--- src/rtl/i2c_txn_sequencer_if.sv ---
// Bundles the host write port, the byte-level I2C FSM handshake and the
// transaction status outputs of the command sequencer.
interface i2c_txn_sequencer_if;
   logic       wr_valid;
   logic       wr_ready;
   logic [7:0] wr_data;
   logic       wr_last;
   logic       start;
   logic       stop;
   logic [7:0] data_in;
   logic       ack_in;
   logic       busy;
   logic       done;
   logic       txn_done;
   logic       txn_nack;
   logic [7:0] tx_bytes;
   logic       idle;

   // Sequencer side.
   modport slave (
      input  wr_valid, wr_data, wr_last, ack_in, busy, done,
      output wr_ready, start, stop, data_in, txn_done, txn_nack, tx_bytes, idle
   );

   // Host and I2C byte FSM side.
   modport master (
      output wr_valid, wr_data, wr_last, ack_in, busy, done,
      input  wr_ready, start, stop, data_in, txn_done, txn_nack, tx_bytes, idle
   );
endinterface

--- src/rtl/i2c_txn_sequencer.sv ---
// Command sequencer in front of the I2C byte FSM: queues host bytes and turns
// each {address, data..., last} transaction into start/stop pulses, aborting
// the rest of a transaction when the slave NACKs.
//
// state       | meaning
// ------------|-----------------------------------------------------------
// S_IDLE      | no transaction open; pops the address byte when queued
// S_ISSUE     | start pulse high for the byte held in data_in
// S_WAIT      | byte transfer in flight, waiting for done/ack
// S_LOAD      | byte ACKed, waiting (indefinitely) for the next queued byte
// S_FLUSH     | NACK seen; discarding queued bytes up to the last marker
// S_STOP      | stop pulse high
// S_STOP_WAIT | STOP in flight; reports the transaction result on done
module i2c_txn_sequencer #(
   parameter int FIFO_DEPTH = 4
) (
   input logic           clk,
   input logic           reset_n,
   i2c_txn_sequencer_if.slave bus
);
   localparam int AW = $clog2(FIFO_DEPTH);
   localparam logic [AW:0] FULL_CNT = FIFO_DEPTH[AW:0];

   typedef enum logic [2:0] {
      S_IDLE, S_ISSUE, S_WAIT, S_LOAD, S_FLUSH, S_STOP, S_STOP_WAIT
   } state_t;

   state_t        state;
   logic [8:0]    mem [FIFO_DEPTH];
   logic [AW-1:0] wr_ptr;
   logic [AW-1:0] rd_ptr;
   logic [AW:0]   count;
   logic [8:0]    head;
   logic          empty;
   logic          push;
   logic          pop;

   logic          start_r;
   logic          stop_r;
   logic [7:0]    data_r;
   logic          last_r;
   logic          nack_r;
   logic [7:0]    byte_cnt;
   logic          txn_done_r;
   logic          txn_nack_r;
   logic [7:0]    tx_bytes_r;

   // busy is informational only; completion is taken from done.
   logic unused_busy;
   assign unused_busy = bus.busy;

   // wr_ready derives from the registered count only, never from this cycle's pop.
   assign empty        = (count == '0);
   assign bus.wr_ready = (count != FULL_CNT);
   assign push         = bus.wr_valid & bus.wr_ready;
   assign pop          = !empty && (state == S_IDLE || state == S_LOAD || state == S_FLUSH);
   assign head         = mem[rd_ptr];

   assign bus.start    = start_r;
   assign bus.stop     = stop_r;
   assign bus.data_in  = data_r;
   assign bus.txn_done = txn_done_r;
   assign bus.txn_nack = txn_nack_r;
   assign bus.tx_bytes = tx_bytes_r;
   assign bus.idle     = (state == S_IDLE) && empty;

   // FIFO storage; contents are don't-care once pointers are reset.
   always_ff @(posedge clk) begin
      if (push) mem[wr_ptr] <= {bus.wr_last, bus.wr_data};
   end

   // FIFO pointers and occupancy; push and pop together leave the count unchanged.
   always_ff @(posedge clk or negedge reset_n) begin
      if (!reset_n) begin
         wr_ptr <= '0;
         rd_ptr <= '0;
         count  <= '0;
      end else begin
         if (push) wr_ptr <= wr_ptr + 1'b1;
         if (pop)  rd_ptr <= rd_ptr + 1'b1;
         case ({push, pop})
            2'b10:   count <= count + 1'b1;
            2'b01:   count <= count - 1'b1;
            default: count <= count;
         endcase
      end
   end

   // Transaction FSM with registered pulse outputs.
   always_ff @(posedge clk or negedge reset_n) begin
      if (!reset_n) begin
         state      <= S_IDLE;
         start_r    <= 1'b0;
         stop_r     <= 1'b0;
         data_r     <= 8'h00;
         last_r     <= 1'b0;
         nack_r     <= 1'b0;
         byte_cnt   <= 8'h00;
         txn_done_r <= 1'b0;
         txn_nack_r <= 1'b0;
         tx_bytes_r <= 8'h00;
      end else begin
         start_r    <= 1'b0;
         stop_r     <= 1'b0;
         txn_done_r <= 1'b0;
         txn_nack_r <= 1'b0;
         case (state)
            S_IDLE: begin
               if (!empty) begin
                  data_r   <= head[7:0];
                  last_r   <= head[8];
                  byte_cnt <= 8'h00;
                  start_r  <= 1'b1;
                  state    <= S_ISSUE;
               end
            end
            S_ISSUE: state <= S_WAIT;
            S_WAIT: begin
               if (bus.done) begin
                  if (bus.ack_in) begin
                     if (byte_cnt != 8'hFF) byte_cnt <= byte_cnt + 8'd1;
                  end else begin
                     nack_r <= 1'b1;
                  end
                  if (last_r) begin
                     stop_r <= 1'b1;
                     state  <= S_STOP;
                  end else if (bus.ack_in) begin
                     state <= S_LOAD;
                  end else begin
                     state <= S_FLUSH;
                  end
               end
            end
            S_LOAD: begin
               if (!empty) begin
                  data_r  <= head[7:0];
                  last_r  <= head[8];
                  start_r <= 1'b1;
                  state   <= S_ISSUE;
               end
            end
            S_FLUSH: begin
               if (!empty && head[8]) begin
                  stop_r <= 1'b1;
                  state  <= S_STOP;
               end
            end
            S_STOP: state <= S_STOP_WAIT;
            S_STOP_WAIT: begin
               if (bus.done) begin
                  tx_bytes_r <= byte_cnt;
                  txn_nack_r <= nack_r;
                  txn_done_r <= !nack_r;
                  nack_r     <= 1'b0;
                  state      <= S_IDLE;
               end
            end
            default: state <= S_IDLE;
         endcase
      end
   end
endmodule
--- src/flat_wrapper.sv ---
// flat-port wrapper written by rule: the top's interface ports become plain ports
module i2c_txn_sequencer_flat 
#(
   parameter int FIFO_DEPTH = 4
)
  (clk, reset_n, bus_wr_valid, bus_wr_data, bus_wr_last, bus_ack_in, bus_busy, bus_done, bus_wr_ready, bus_start, bus_stop, bus_data_in, bus_txn_done, bus_txn_nack, bus_tx_bytes, bus_idle);
  i2c_txn_sequencer_if bus_i ();
  input logic clk;
  input logic reset_n;
  input wire logic [$bits(bus_i.wr_valid)-1:0] bus_wr_valid;
  input wire logic [$bits(bus_i.wr_data)-1:0] bus_wr_data;
  input wire logic [$bits(bus_i.wr_last)-1:0] bus_wr_last;
  input wire logic [$bits(bus_i.ack_in)-1:0] bus_ack_in;
  input wire logic [$bits(bus_i.busy)-1:0] bus_busy;
  input wire logic [$bits(bus_i.done)-1:0] bus_done;
  output wire logic [$bits(bus_i.wr_ready)-1:0] bus_wr_ready;
  output wire logic [$bits(bus_i.start)-1:0] bus_start;
  output wire logic [$bits(bus_i.stop)-1:0] bus_stop;
  output wire logic [$bits(bus_i.data_in)-1:0] bus_data_in;
  output wire logic [$bits(bus_i.txn_done)-1:0] bus_txn_done;
  output wire logic [$bits(bus_i.txn_nack)-1:0] bus_txn_nack;
  output wire logic [$bits(bus_i.tx_bytes)-1:0] bus_tx_bytes;
  output wire logic [$bits(bus_i.idle)-1:0] bus_idle;
  assign bus_i.wr_valid = bus_wr_valid;
  assign bus_i.wr_data = bus_wr_data;
  assign bus_i.wr_last = bus_wr_last;
  assign bus_i.ack_in = bus_ack_in;
  assign bus_i.busy = bus_busy;
  assign bus_i.done = bus_done;
  assign bus_wr_ready = bus_i.wr_ready;
  assign bus_start = bus_i.start;
  assign bus_stop = bus_i.stop;
  assign bus_data_in = bus_i.data_in;
  assign bus_txn_done = bus_i.txn_done;
  assign bus_txn_nack = bus_i.txn_nack;
  assign bus_tx_bytes = bus_i.tx_bytes;
  assign bus_idle = bus_i.idle;
  i2c_txn_sequencer #(.FIFO_DEPTH(FIFO_DEPTH)) u_core (.clk(clk), .reset_n(reset_n), .bus(bus_i));
endmodule
--- config.mk ---
export PLATFORM = sky130hd
export DESIGN_NAME = i2c_txn_sequencer_flat
export DESIGN_NICKNAME = d
export VERILOG_FILES = /design/src/rtl/i2c_txn_sequencer_if.sv /design/src/rtl/i2c_txn_sequencer.sv /design/src/flat_wrapper.sv
export SDC_FILE = /design/constraint.sdc
export NUM_CORES = 1
export LEC_CHECK = 0
export ABC_CLOCK_PERIOD_IN_PS = 1700
export CAP_MARGIN = 20
export CORE_ASPECT_RATIO = 1.75
export CORE_MARGIN = 1
export CORE_UTILIZATION = 50
export DETAILED_ROUTE_END_ITERATION = 6
export GPL_ROUTABILITY_DRIVEN = 0
export PLACE_DENSITY_LB_ADDON = 0.1
export SLEW_MARGIN = 10
export SYNTH_ARGS = -nofsm -noshare
export SYNTH_HDL_FRONTEND = slang
export SYNTH_SLANG_ARGS = --single-unit
--- constraint.sdc ---
create_clock -name clk -period 1.7 [get_ports clk]
set_input_delay 0.34 -clock clk [delete_from_list [all_inputs] [get_ports clk]]
set_output_delay 0.34 -clock clk [all_outputs]
set_load 0.05 [all_outputs]
==> results.py, run 1 <==
metrics = {
    "floorplan": {
        "start_util": 0.5217,
        "die_y_um": 109.1,
        "dieArea_sq_um": 6890,
        "io_pins": 37,
        "core_area_sq_um": 6276,
        "placementRows": 38,
        "die_w_um": 63.18,
    },
    "status": {
        "outcome": "finished with violations",
        "failed_checks": "negative setup slack",
    },
    "yosys": {
        "ys_async_sr_fraction": 0.5263,
        "ys_warn_count": 0,
        "netlist_area_sq_um": 3274,
        "synth-seq-cells": 76,
        "synth_seq_area_share": 0.6358,
        "ys_types": 50,
        "syn_nets": 241,
        "synth_edf_count": 36,
        "synthFlopType": "dfrtp_1",
        "synthCells": 219,
        "syn_avg_cell_area_sq_um": 14.95,
    },
    "clock_tree": {
        "cts_tree": "done",
        "path_clk_slew_ns": 0.08,
        "clockRootBuffer": "clkbuf_8",
        "cts_sinks": 76,
        "cts_buffer_depth": 2,
        "htreeDepth": 3,
        "clk_latency_ns": 0.35,
        "cts_made_buffers": 9,
        "post_cts_hold_buffer_count": 0,
    },
    "placement": {
        "dp.cells": 361,
        "port-buffer-count": 35,
        "hpwl_um": 4182,
    },
    "final_layout": {
        "n_antenna_cell": 0,
        "area_growth_pct": 34.39,
        "layout-drive-gt1-share": 0.4474,
        "final_cell_mix": "50 x buf_4, 40 x dfrtp_1, 36 x edfxtp_1",
        "fill_cells": 464,
        "final_common_cell": "buf_4",
        "fin_cells": 384,
        "final_nets": 321,
    },
    "worst_setup_path": {
        "crit_path_end_kind": "output port",
        "critPathRequiredTime_ns": 1.36,
        "cp.arrival_ns": 1.48,
        "crit_fanout": 3,
        "crit_path_start_kind": "flop",
        "worstSetupPathType": "flop to output port",
    },
    "hold_path": {
        "min_path_type": "input pin to asynchronous set/reset pin",
    },
    "power": {
        "ir_drop_mv": 1.288,
        "powerDensity_nw_per_um2": 1856,
        "p_total_mw": 8.167,
        "p_leak_nw": 1.862,
    },
    "global_route": {
        "grt-ovfl-total": 0,
        "grt_usage": 0.1965,
        "grt_antenna_before_repair": 0,
        "first_global_vias": 2143,
        "grt_pass1_wl_um": 9846,
        "grt_max_degree": 41,
    },
    "timing": {
        "slew-limit-headroom": 0.6368,
        "rsz0062_at_grt": "true",
        "whs_ns": 0.04586,
        "finClkSkew_ns": 0.006308,
        "max_freq_mhz": 550.9,
        "drv_slew": 0,
        "tns_ns": -0.7091,
        "period_minus_slack_ns": 1.815,
        "setup_viol": 14,
        "fin_crit_sh": 1.068,
        "setup_slack_ns": -0.1153,
        "worst_pin_slew_ns": 0.5448,
        "hold_viol": 0,
    },
    "routing": {
        "routedWlPerCell_um": 16.46,
        "drc": 0,
        "routed_wl_um": 6319,
        "vias": 2094,
        "drtPass1Iterations": 4,
        "vias_per_cell": 5.453,
        "initialDrtViolationCount": 136,
        "drtAntennaViolNets": 0,
    },
    "flow_run": {
        "drv_cap": 0,
    },
}
-- cell families after synthesis --
group	synth area share
flip-flops	0.6358
AND/OR/NAND/NOR	0.1016
XOR/XNOR	0.01605
adder cells (fa/ha/maj)	0.02904
buffers and inverters	0.02446
multiplexers	0.1334
AO/OA/AOI/OAI	0.05961
-- final cells by class --
cell class | instances | area [sq um] | share of cell area
timing repair buffer | 77 | 742.0 | 0.1686
clock buffer | 11 | 141.4 | 0.03213
inverter | 8 | 36.28 | 0.008246
clock inverter | 5 | 60.06 | 0.01365
multi-input combinational | 127 | 1239 | 0.2815
sequential | 76 | 2082 | 0.4731
tap | 80 | 100.1 | 0.02275
-- through the flow --
step,area [sq um],util,worst slack [ns]
floorplan,3304,-,-0.2124
detailed placement,4015,0.6398,-0.2942
global route,4400,0.7012,-0.2016
finish,4400,0.7012,-0.1153
global placement,4015,0.6398,-0.2609
CTS,4249,0.6770,-0.1284
-- sequential cells by signal (all words and copies together), names as in the netlist, 2 cells and up --
signal,flops
u_core.bus.data_in,8
u_core.bus.tx_bytes,8
u_core.byte_cnt,8
u_core.count,3
u_core.mem,36
u_core.rd_ptr,2
u_core.state,3
u_core.wr_ptr,2
-- where the power goes --
part | switching [mW] | internal [mW] | leakage [nW]
clock | 0.656 | 0.723 | 0.0999
combinational | 1.98 | 2.13 | 0.921
sequential | 0.243 | 2.43 | 0.842
-- cells in the mapped netlist, types with 3 or more instances --
library cell	n	area [sq um]
nor2_1	8	30.03
nand3_1	9	45.04
nand2_1	11	41.29
o21ai_0	7	35.03
mux2_2	19	214.0
clkbuf_1	3	11.26
xnor2_1	3	26.28
inv_1	8	30.03
dfrtp_1	40	1001
ha_1	6	75.07
and3_1	6	37.54
edfxtp_1	36	1081
mux4_2	9	202.7
xor2_1	3	26.28
a21oi_1	3	15.01
buf_2	4	20.02
-- critical path: stages, from the launching register on --
cell and delay, ns:
dfrtp_1 0.39, buf_4 0.15, nor3_1 0.13, buf_4 0.14, and3_4 0.18, buf_12 0.13
-- final timing paths --
kind                                 startpoint                  end  slack [ns]  cells past startpoint
worst min register to register    u_core.nack_r  u_core.bus.txn_done        0.45                      1
worst min-delay path                    reset_n        u_core.nack_r        0.05                      2
max in group asynchronous               reset_n     u_core.wr_ptr[0]        1.26                      2
worst max-delay path            u_core.count[2]             bus_idle       -0.12                      5
min in group clk                  u_core.nack_r  u_core.bus.txn_done        0.45                      1
worst max register to register  u_core.count[0]      u_core.count[2]       -0.09                      8
-- timing repair --
action	CTS	global route
pin swaps	5	3
setup endpoints to repair	7	18
buffers inserted	2	3
gates cloned	0	2
gates resized for setup	4	26
-- metal layers --
layer / global-route usage / share of wire / vias to the layer above
met5: 0 / 0 / -
met4: 0.09740 / 0.025 / 0
met3: 0.05544 / 0.033 / 11
met2: 0.3587 / 0.56 / 43
met1: 0.2035 / 0.38 / 1057
li1: - / - / 983
Note: power is estimated with default switching activity, not from simulation.
==> run 2: changes to the inputs <==
--- a/config.mk
+++ b/config.mk
@@ -11,7 +11,6 @@
 export CORE_MARGIN = 1
 export CORE_UTILIZATION = 50
 export DETAILED_ROUTE_END_ITERATION = 6
-export GPL_ROUTABILITY_DRIVEN = 0
 export PLACE_DENSITY_LB_ADDON = 0.1
 export SLEW_MARGIN = 10
 export SYNTH_ARGS = -nofsm -noshare
==> results of run 2 <==
The final DEF is identical to that of run 1; final timing and power are the same.
==> run 3: changes to the inputs <==
--- a/config.mk
+++ b/config.mk
@@ -6,7 +6,7 @@
 export NUM_CORES = 1
 export LEC_CHECK = 0
 export ABC_CLOCK_PERIOD_IN_PS = 1700
-export CAP_MARGIN = 20
+export CAP_MARGIN = 10
 export CORE_ASPECT_RATIO = 1.75
 export CORE_MARGIN = 1
 export CORE_UTILIZATION = 50
==> results of run 3 <==
The final DEF is identical to that of run 1; final timing and power are the same.
==> variant: new RTL, flow settings as in run 3 <==
`FIFO_DEPTH` is set to 4 in 2 places; all go to 8.
--- a/src/rtl/i2c_txn_sequencer.sv
+++ b/src/rtl/i2c_txn_sequencer.sv
@@ -12,7 +12,7 @@
 // S_STOP      | stop pulse high
 // S_STOP_WAIT | STOP in flight; reports the transaction result on done
 module i2c_txn_sequencer #(
-   parameter int FIFO_DEPTH = 4
+   parameter int FIFO_DEPTH = 8
 ) (
    input logic           clk,
    input logic           reset_n,
--- a/src/flat_wrapper.sv
+++ b/src/flat_wrapper.sv
@@ -1,7 +1,7 @@
 // flat-port wrapper written by rule: the top's interface ports become plain ports
 module i2c_txn_sequencer_flat 
 #(
-   parameter int FIFO_DEPTH = 4
+   parameter int FIFO_DEPTH = 8
 )
   (clk, reset_n, bus_wr_valid, bus_wr_data, bus_wr_last, bus_ack_in, bus_busy, bus_done, bus_wr_ready, bus_start, bus_stop, bus_data_in, bus_txn_done, bus_txn_nack, bus_tx_bytes, bus_idle);
   i2c_txn_sequencer_if bus_i ();
Check against the original RTL: not equivalent (Yosys sat finds a counterexample within 10 cycles, from zero or initial values and one cycle with reset_n low).
==> variant against run 3 <==
The flow still finishes with violations (negative setup slack). Sequential share of layout area increased by 2.3 points. Critical path depth decreased by 1. Non-clock buffer count increased by 16. Setup slack got worse by 0.32 ns. First-iteration DRC count decreased by 34%. Area after synthesis increased by 45%. Power increased by 53%. Sequential cell count increased by 39. Design area increased by 49%. Wire length increased by 49%. Final cell count increased by 39%. Largest power group unchanged.
==> variant: results (changes against run 3) <==
power.ir.vdd_worst_mv: 1.09  # -15%
synth.cells.most_frequent: "72 x edfxtp_1, 43 x dfrtp_1, 20 x nor2_1"
fin_skew_ns: 0.00640  # +0.0000899 ns
switching_power_mw: 4.28  # +49%
post_synthesis_sequential_area_ratio_pct: 68.0  # +4.4 points
synth_edf_count: 72  # +100%
grtUsageTotal_pct: 21.2  # +1.6 points
yosysUniqueCellTypes: 47  # -6.0%
layout.filler_cells: 596  # +28%
critical_path_peak_fanout: 7  # +4
reg2reg_slack_ns: -0.36  # -0.27 ns
status: "finished, violations left"
clock_root_cell: "clkbuf_16"
layout_setup_ws_ns: -0.435  # -0.319 ns
failed_checks: "negative setup slack"
setup_viol_count_final: 43  # +29
place_area_sq_mm: 0.00579  # +44%
clkTransAtPathRegs_ns: 0.06  # -0.02 ns
detailroute.via_count: 2908  # +39%
rr_worst_depth: 7  # -1
post_drt_via_cell_ratio: 5.46  # about the same
synth_flop_cell: "edfxtp_1"
drt_iter0_drc: 90  # -34%
leakage_nw: 2.57  # +38%
worst_ep_arrival_time_ns: 1.79  # +0.31 ns
clk-insertion-delay-late_ns: 0.41  # +0.06 ns
-- variant: changes by cell type after synthesis, moves of 3 or more --
cell	change
nand3_1	-4
mux4_2	+9
edfxtp_1	+36
mux2_2	-11
dfrtp_1	+3
nor2_1	+12
a21oi_1	+9
nor3_1	+5
nand2b_1	+5
a31oi_1	+3
mux2i_1	+11
and3_1	-4
-- variant: cell type report --
type / instances / share of cell area (%)
clock inverters: 15 / 2.41
multi-input cells: 167 / 25.0
flip-flops and latches: 115 / 49.6
inverters: 6 / 0.344
well taps: 120 / 2.30
clock buffers: 17 / 6.51
repair buffers: 93 / 13.8
-- variant: critical path: stages (launching register included) --
cell and delay, ns:
dfrtp_2 0.44, buf_4 0.18, or4_4 0.45, nor3_4 0.17, buf_12 0.16
-- variant: layer usage --
layer  up-vias  global-route usage [%]  wire (um)
li1       1353                       -          -
met1      1483                    22.4       3480
met2        54                    37.2       5400
met3        18                    6.04        321
met4         0                    11.1        217
met5         -                       0          0
-- variant: worst paths after layout --
| kind | from | to |
|---|---|---|
| worst max-delay path | u_core.count[1]$_DFFE_PN0P_ | bus_idle |
| worst min-delay path | reset_n | u_core.state[1]$_DFFE_PN0P_ |
| worst max register to register | u_core.count[1]$_DFFE_PN0P_ | u_core.byte_cnt[4]$_DFFE_PN0P_ |
| worst min register to register | u_core.nack_r$_DFFE_PN0P_ | u_core.bus.txn_done$_DFF_PN0_ |
| max in group asynchronous | reset_n | u_core.rd_ptr[0]$_DFFE_PN0P_ |
| min in group clk | u_core.nack_r$_DFFE_PN0P_ | u_core.bus.txn_done$_DFF_PN0_ |
-- variant: what timing repair did --
item                       CTS  global route
buffers inserted             5             7
pin swaps                    3            11
hold endpoints to repair    43             0
cloned                       0             1
resized for setup           11            14
hold buffers                 1             0
setup endpoints to repair   19            53
-- variant: logic make-up (layout without fill, tap and decap cells) --
logic type | after synthesis | after routing | synth area share (%)
buffers and inverters | 18 | 131 | 1.66
xor gates and xnor gates | 9 | 9 | 1.66
and+or+nand+nor | 74 | 74 | 8.33
DFF | 115 | 115 | 68.0
muxes | 39 | 39 | 13.1
AOI/OAI and AO/OA | 39 | 39 | 5.60
adders and majority gates | 6 | 6 | 1.58
-- variant: metrics by stage --
step | setup TNS, ns | utilization, %
6_report | -5.60 | 71.4
5_1_grt | -9.23 | 71.4
4_1_cts | -3.65 | 70.5
3_5_place_dp | -18.17 | 63.2
3_3_place_gp | -17.07 | 63.2
2_1_floorplan | -4.57 | -
-- variant: power groups by stage --
stage	clock, mW	combinational (mW)	sequential, mW
after detailed placement	0	4.76	4.10
final	3.42	5.07	4.04
after floorplan	0	2.59	4.56
after global placement	0	4.67	4.07
after CTS	3.47	4.96	4.04
after global routing	3.62	5.49	4.11
